<file path="src/rtl/chacha_seed_sched.sv">
// Seed scheduler: warms up after reset, then samples the free-running LFSR
// every STRIDE cycles (rejecting all-zero words) and streams the accepted
// words to one of two round-robin arbitrated consumers (key / nonce loader).
module chacha_seed_sched #(
  parameter int unsigned N           = 32,
  parameter int unsigned WARMUP      = 1024,
  parameter int unsigned STRIDE      = 4,
  parameter int unsigned KEY_WORDS   = 8,
  parameter int unsigned NONCE_WORDS = 3
) (
  input  logic         clk,
  input  logic         rst,
  input  logic [N-1:0] rng_word,
  input  logic [1:0]   req,
  output logic [1:0]   grant,
  output logic [N-1:0] out_data,
  output logic         out_valid,
  input  logic         out_ready,
  output logic         out_last,
  output logic         warm_done,
  output logic         zero_rej
);

  localparam int unsigned WARM_W    = (WARMUP > 1) ? $clog2(WARMUP) : 1;
  localparam int unsigned STRIDE_W  = (STRIDE > 1) ? $clog2(STRIDE) : 1;
  localparam int unsigned MAX_WORDS = (KEY_WORDS > NONCE_WORDS) ? KEY_WORDS : NONCE_WORDS;
  localparam int unsigned WCNT_W    = (MAX_WORDS > 1) ? $clog2(MAX_WORDS) : 1;

  localparam logic [WARM_W-1:0]   WARM_LAST   = WARM_W'(WARMUP - 1);
  localparam logic [STRIDE_W-1:0] STRIDE_LAST = STRIDE_W'(STRIDE - 1);
  localparam logic [WCNT_W-1:0]   KEY_LAST    = WCNT_W'(KEY_WORDS - 1);
  localparam logic [WCNT_W-1:0]   NONCE_LAST  = WCNT_W'(NONCE_WORDS - 1);

  typedef enum logic [1:0] {
    ST_WARM  = 2'd0,
    ST_IDLE  = 2'd1,
    ST_WAIT  = 2'd2,
    ST_OFFER = 2'd3
  } state_t;

  state_t              state_q, state_d;
  logic [WARM_W-1:0]   warm_cnt, warm_cnt_d;
  logic [STRIDE_W-1:0] stride_cnt, stride_cnt_d;
  logic [WCNT_W-1:0]   word_cnt, word_cnt_d;
  logic                prio, prio_d;
  logic [1:0]          grant_d;
  logic [N-1:0]        out_data_d;
  logic                out_valid_d, out_last_d, warm_done_d, zero_rej_d;

  logic [1:0]          win_c;
  logic                warm_hit_c, stride_hit_c, rng_zero_c, accept_c;
  logic [WCNT_W-1:0]   last_idx_c;

  // Shared decode: arbitration winner, counter terminal hits, handshake
  always_comb begin
    warm_hit_c   = (warm_cnt == WARM_LAST);
    stride_hit_c = (stride_cnt == STRIDE_LAST);
    rng_zero_c   = (rng_word == '0);
    accept_c     = out_valid & out_ready;
    last_idx_c   = grant[0] ? KEY_LAST : NONCE_LAST;
    unique case (req)
      2'b01:   win_c = 2'b01;
      2'b10:   win_c = 2'b10;
      2'b11:   win_c = prio ? 2'b10 : 2'b01;
      default: win_c = 2'b00;
    endcase
  end

  // State register
  always_ff @(posedge clk or negedge rst) begin
    if (!rst) state_q <= ST_WARM;
    else      state_q <= state_d;
  end

  // Next-state logic
  always_comb begin
    state_d = state_q;
    unique case (state_q)
      ST_WARM:  if (warm_hit_c) state_d = ST_IDLE;
      ST_IDLE:  if (req != 2'b00) state_d = ST_WAIT;
      ST_WAIT:  if (stride_hit_c && !rng_zero_c) state_d = ST_OFFER;
      ST_OFFER: if (accept_c) state_d = out_last ? ST_IDLE : ST_WAIT;
      default:  state_d = ST_WARM;
    endcase
  end

  // Next values of counters, pointer and registered outputs
  always_comb begin
    warm_cnt_d   = warm_cnt;
    stride_cnt_d = stride_cnt;
    word_cnt_d   = word_cnt;
    prio_d       = prio;
    grant_d      = grant;
    out_data_d   = out_data;
    out_valid_d  = out_valid;
    out_last_d   = out_last;
    warm_done_d  = warm_done;
    zero_rej_d   = 1'b0;
    unique case (state_q)
      ST_WARM: begin
        if (warm_hit_c) warm_done_d = 1'b1;
        else            warm_cnt_d  = warm_cnt + WARM_W'(1);
      end
      ST_IDLE: begin
        if (req != 2'b00) begin
          grant_d      = win_c;
          word_cnt_d   = '0;
          stride_cnt_d = '0;
        end
      end
      ST_WAIT: begin
        if (stride_hit_c) begin
          stride_cnt_d = '0;
          if (rng_zero_c) begin
            zero_rej_d = 1'b1;
          end else begin
            out_data_d  = rng_word;
            out_valid_d = 1'b1;
            out_last_d  = (word_cnt == last_idx_c);
          end
        end else begin
          stride_cnt_d = stride_cnt + STRIDE_W'(1);
        end
      end
      ST_OFFER: begin
        if (accept_c) begin
          word_cnt_d   = word_cnt + WCNT_W'(1);
          out_valid_d  = 1'b0;
          stride_cnt_d = '0;
          if (out_last) begin
            out_last_d = 1'b0;
            grant_d    = 2'b00;
            // Hand priority to whichever requester was not just served
            prio_d     = grant[0];
          end
        end
      end
      default: ;
    endcase
  end

  // Datapath and output registers
  always_ff @(posedge clk or negedge rst) begin
    if (!rst) begin
      warm_cnt   <= '0;
      stride_cnt <= '0;
      word_cnt   <= '0;
      prio       <= 1'b0;
      grant      <= 2'b00;
      out_data   <= '0;
      out_valid  <= 1'b0;
      out_last   <= 1'b0;
      warm_done  <= 1'b0;
      zero_rej   <= 1'b0;
    end else begin
      warm_cnt   <= warm_cnt_d;
      stride_cnt <= stride_cnt_d;
      word_cnt   <= word_cnt_d;
      prio       <= prio_d;
      grant      <= grant_d;
      out_data   <= out_data_d;
      out_valid  <= out_valid_d;
      out_last   <= out_last_d;
      warm_done  <= warm_done_d;
      zero_rej   <= zero_rej_d;
    end
  end

endmodule
</file>
<file path="config.mk">
export PLATFORM = sky130hd
export DESIGN_NAME = chacha_seed_sched
export DESIGN_NICKNAME = d
export VERILOG_FILES = /design/src/rtl/chacha_seed_sched.sv
export SDC_FILE = /design/constraint.sdc
export NUM_CORES = 1
export LEC_CHECK = 0
export ABC_AREA = 1
export BUFFER_PORTS_ARGS = -buffer_cell sky130_fd_sc_hd__buf_4
export CORE_ASPECT_RATIO = 0.6
export CORE_MARGIN = 8
export CORE_UTILIZATION = 35
export CTS_CLUSTER_SIZE = 20
export DETAILED_ROUTE_END_ITERATION = 16
export HOLD_SLACK_MARGIN = 0.08
export SYNTH_ARGS = -nofsm -noshare
export SYNTH_HDL_FRONTEND = slang
export SYNTH_SLANG_ARGS = --single-unit
</file>
<file path="constraint.sdc">
create_clock -name clk -period 2.75 [get_ports clk]
set_input_delay 0.55 -clock clk [delete_from_list [all_inputs] [get_ports clk]]
set_output_delay 0.55 -clock clk [all_outputs]
set_load 0.05 [all_outputs]
</file>
; ---- Word-level counts from Yosys, hierarchy flattened
; Cells that the tools add are included.
; Widths: inputs -> output; s select.
[op_classes]
n_addsub = 3
eq_ne = 16
n_mux = 30
n_bitwise = 3
n_reduce_logical = 17
[op_table]
columns = op, count
row1 = $logic_not 32->1, 1
row2 = $mux 2, 12
row3 = $ne 2x2->1 const B, 7
row4 = $pmux 2 s3, 2
row5 = $reduce_and 3->1, 4
row6 = $reduce_and 4->1, 3
row7 = $add 10x1->10 const B, 1
row8 = $eq 10x10->1 const B, 1
row9 = $eq 2x2->1 const B, 5
row10 = $mux 3, 3
row11 = $mux 1, 8
row12 = $pmux 2 s4, 1
row13 = $pmux 3 s2, 1
row14 = $reduce_bool 2->1, 3
row15 = $eq 2x1->1 const B, 2
row16 = $pmux 1 s2, 2
row17 = $pmux 2 s2, 1
row18 = $reduce_and 2->1, 2
row19 = $add 3x1->3 const B, 1
row20 = $eq 3x3->1, 1
row21 = $reduce_bool 3->1, 1
row22 = $add 2x1->2 const B, 1
row23 = $logic_not 2->1, 1
row24 = $not 1->1, 2
row25 = 3 further kinds, 3
[totals]
register_bits = 56
inputBits = 37
word_cells = 80

; ---- Longest topological paths before layout
[depth]
ltp_word = 5
ltp_mapped = 10
mapped_depth_nobuf = 10

; ---- Worst setup path after synthesis
; No wires, ideal clock.
[synth_timing]
path_kind = in2reg
from = input port rng_word[31]
to = register out_data[10]
setup_ns = 0.119
arrival_time_ns = 1.350
required_ns = 2.631
slack_ns = 1.281
path_stages = 9
path_buffers = 1
path_cell_list = nor2_1 nand2_1 nor2_1 nand2_1 nor2_4 inv_2 buf_2 nand3_1 nand2_1
[synth_via]
elab_chain_cells = 3
[synth_lines]
columns = item, line_no
row1 = "start, declared", 13  ; input logic [N-1:0] rng_word,
row2 = $logic_not 32->1, 58  ; rng_zero_c = (rng_word == '0);
row3 = $not 1->1 (no line), n/a
row4 = $reduce_and 3->1 (no line), n/a
row5 = "end signal, assigned", 161  ; out_data <= out_data_d;
row6 = "end, declared", 16  ; output logic [N-1:0] out_data,
; No other way between the ends.
; A chain may end at the register's enable or synchronous reset.

; ---- Final worst setup path
[layout_timing]
from = input port rng_word[31]
to = register out_data[4]
; The elaborated chain is that of the path after synthesis.

==> qor.txt <==
Status -> finished, final reports clean
Power Density -> 481 mW/mm^2
Static Leakage -> 1.84 nW
Worst vdd ir -> 0.275 mV
Worst-path clk slew -> 0.08 ns
Avg Cell Area, Syn -> 8.39 sq um
Register bit total from synthesis -> 56
CTS max path bufs -> 2
Grt met3 use -> 4.27%
IO buf count -> 74
Min Tclk post-route -> 1.70 ns
Post-cts resize count -> 0
Setup repair bufs after CTS -> 0
First-pass DRT Iterations -> 4
# diodes -> 0
Initial core utilization -> 36.0%
# clock sinks -> 56
Die area -> 0.0106 sq mm
Yosys cell types -> 23
Met2 Resource Use GR -> 17.6%
Die span in x -> 127 um
Mapped Cells -> 311
Type of the worst min-delay path -> in -> async
Post-route setup TNS -> 0 ns
Antenna violations before repair -> 0
Final Cycle Share -> 61.7%
Critical Path RT -> 2.94 ns
Max_slew headroom -> 52.4%
GR Util met1 -> 18.2%
Area grow syn2layout -> 29.8%
Synth Warn # -> 0
WS Path Type -> in -> reg
Post-DP HPWL -> 4800 um
Asr flop ratio synth -> 100%
Total GRT Usage -> 12.7%
Final-report setup violation count -> 0
Register area share after synthesis -> 53.7%
Clock buffer count from CTS -> 5
Clk_lat worst skew -> 0.29 ns
Hold buffer count at cts -> 0
WP data arrival -> 1.88 ns
Crit-path max FO -> 35
FMAX -> 0.589 GHz
Rows -> 24
EDFF count, synth -> 0
Wire length per cell -> 13.3 um
Final hold viol count -> 0
Pin count of the biggest net entering global routing -> 57
First-pass GRT wire length -> 11100 um
FF-to-FF Start -> state_q[1]
GR peak layer -> met1
Reported max-cap violation count -> 0
Clock Skew -> 0.0101 ns
Crit. End Element -> flip-flop
Number of global-route vias before repair -> 2216
Core footprint -> 0.00724 sq mm
CP Launch Type -> primary input
Routability congestion estimate from global placement -> 0.766
Vias per cell -> 4.51
Syn_nets -> 351
RSZ-0062 raised after global routing -> false
I/O pins -> 75
Global route overflow -> 0
Pwr Total -> 1.63 mW
Root buf cell -> clkbuf_16
Worst Tran Pin Value -> 0.713 ns
Fraction of layout cells with a size suffix above 1 -> 23.7%
Starting DRT DRC Count -> 158
Die height -> 82.9 um
Top FF cell, synth -> dfrtp_1
Via count -> 2200
Post-Syn Area -> 0.00261 sq mm
H-tree Lvls -> 2
Final ANT Viol Nets -> 0
Layout fillers -> 735
CTS tree -> done
Worst setup path startpoint -> rng_word[31]
DR DRC count -> 0
Nets -> 423
Detailed Route WL -> 6490 um
Final Max Tran Viols -> 0
## synthesized netlist by cell type, types with 4 or more instances
library cell | count | area share [%]
nand2_1 | 115 | 17
dfrtp_1 | 56 | 54
nand3_1 | 40 | 7.7
nor2_1 | 33 | 4.7
inv_1 | 18 | 2.6
o21ai_0 | 9 | 1.7
a21oi_1 | 5 | 0.96
xnor2_1 | 5 | 1.7
buf_6 | 4 | 1.7
## cells in the final DEF (no fill, tap or decap), drive strengths merged
| master | Yosys | layout |
|---|---|---|
| clkbuf | 0 | 6 |
| dfrtp | 56 | 56 |
| xor2 | 3 | 3 |
| nor3 | 1 | 1 |
| nand4 | 2 | 2 |
| a21oi | 5 | 5 |
| nor2 | 37 | 37 |
| o21a | 1 | 1 |
| inv | 21 | 22 |
| o22ai | 1 | 1 |
| nand2 | 117 | 117 |
| ha | 3 | 3 |
| xnor2 | 5 | 5 |
| bufinv | 0 | 1 |
| buf | 9 | 74 |
| o21ai | 9 | 9 |
| a31o | 1 | 1 |
| nand3 | 40 | 40 |
## sequential cells by signal, summed over array words and instances (netlist names)
register and count:
grant 2, out_data 32, out_last 1, out_valid 1
prio 1, state_q 2, stride_cnt 2, warm_cnt 10
warm_done 1, word_cnt 3, zero_rej 1
## critical path: stages
cell and delay (ns):
buf_4 0.09, nor2_1 0.04, nand2_1 0.08, nor2_1 0.06, nand2_1 0.10, nor2_4 0.06, inv_2 0.44, nand2_8 0.27
nand2_1 0.14, nand2_1 0.06
## through the flow
step	hold slack, ns	cell area (sq um)	cells	util [%]	setup slack (ns)
global route	0.363	3390	488	46.8	0.883
detailed placement	0.464	3220	480	44.5	0.725
CTS	0.336	3390	488	46.8	1.01
global placement	0.457	3220	480	44.5	0.721
finish	0.291	3390	488	46.8	1.05
floorplan	0.254	2610	311	-	1.28
## area by class of cell
type	count	area, sq um	area share (%)
sequential	56	1400	41.4
multi-input combinational	225	1050	31.1
timing repair buffer	74	556	16.4
tap	104	130	3.84
clock buffer	6	129	3.80
inverter	21	78.8	2.33
clock inverter	2	38.8	1.15
## worst paths after layout
check / end / slack (ns) / cells past startpoint
setup / recovery: out_data[4] / 1.05 / 10
hold / removal: out_data[1] / 0.29 / 1
setup reg to reg: out_data[4] / 1.09 / 7
hold reg to reg: out_data[22] / 0.48 / 2
max in group asynchronous: grant[0] / 1.97 / 1
min in group clk: out_data[22] / 0.48 / 2
## kinds of logic after synthesis
family                   share of synthesized area (%)
AND/OR/NAND/NOR                                   32.7
flip-flops                                        53.7
buffers and inverters                             5.90
AO/OA/AOI/OAI                                     3.55
XOR/XNOR                                          2.69
adder cells (fa/ha/maj)                           1.44
## where the power goes
group	switching (mW)	total, mW	leakage, nW	internal (mW)
clock	0.301	0.735	0.0815	0.434
sequential	0	0.823	0.732	0.823
combinational	0.0361	0.0726	1.03	0.0365
## per-layer routing
| layer | vias up | part of all wire (%) |
|---|---|---|
| met5 | - | 0 |
| met4 | 0 | 0.85 |
| met1 | 1019 | 51 |
| met2 | 52 | 41 |
| li1 | 1122 | - |
| met3 | 7 | 6.6 |
Power figures use the tool's default switching activity.
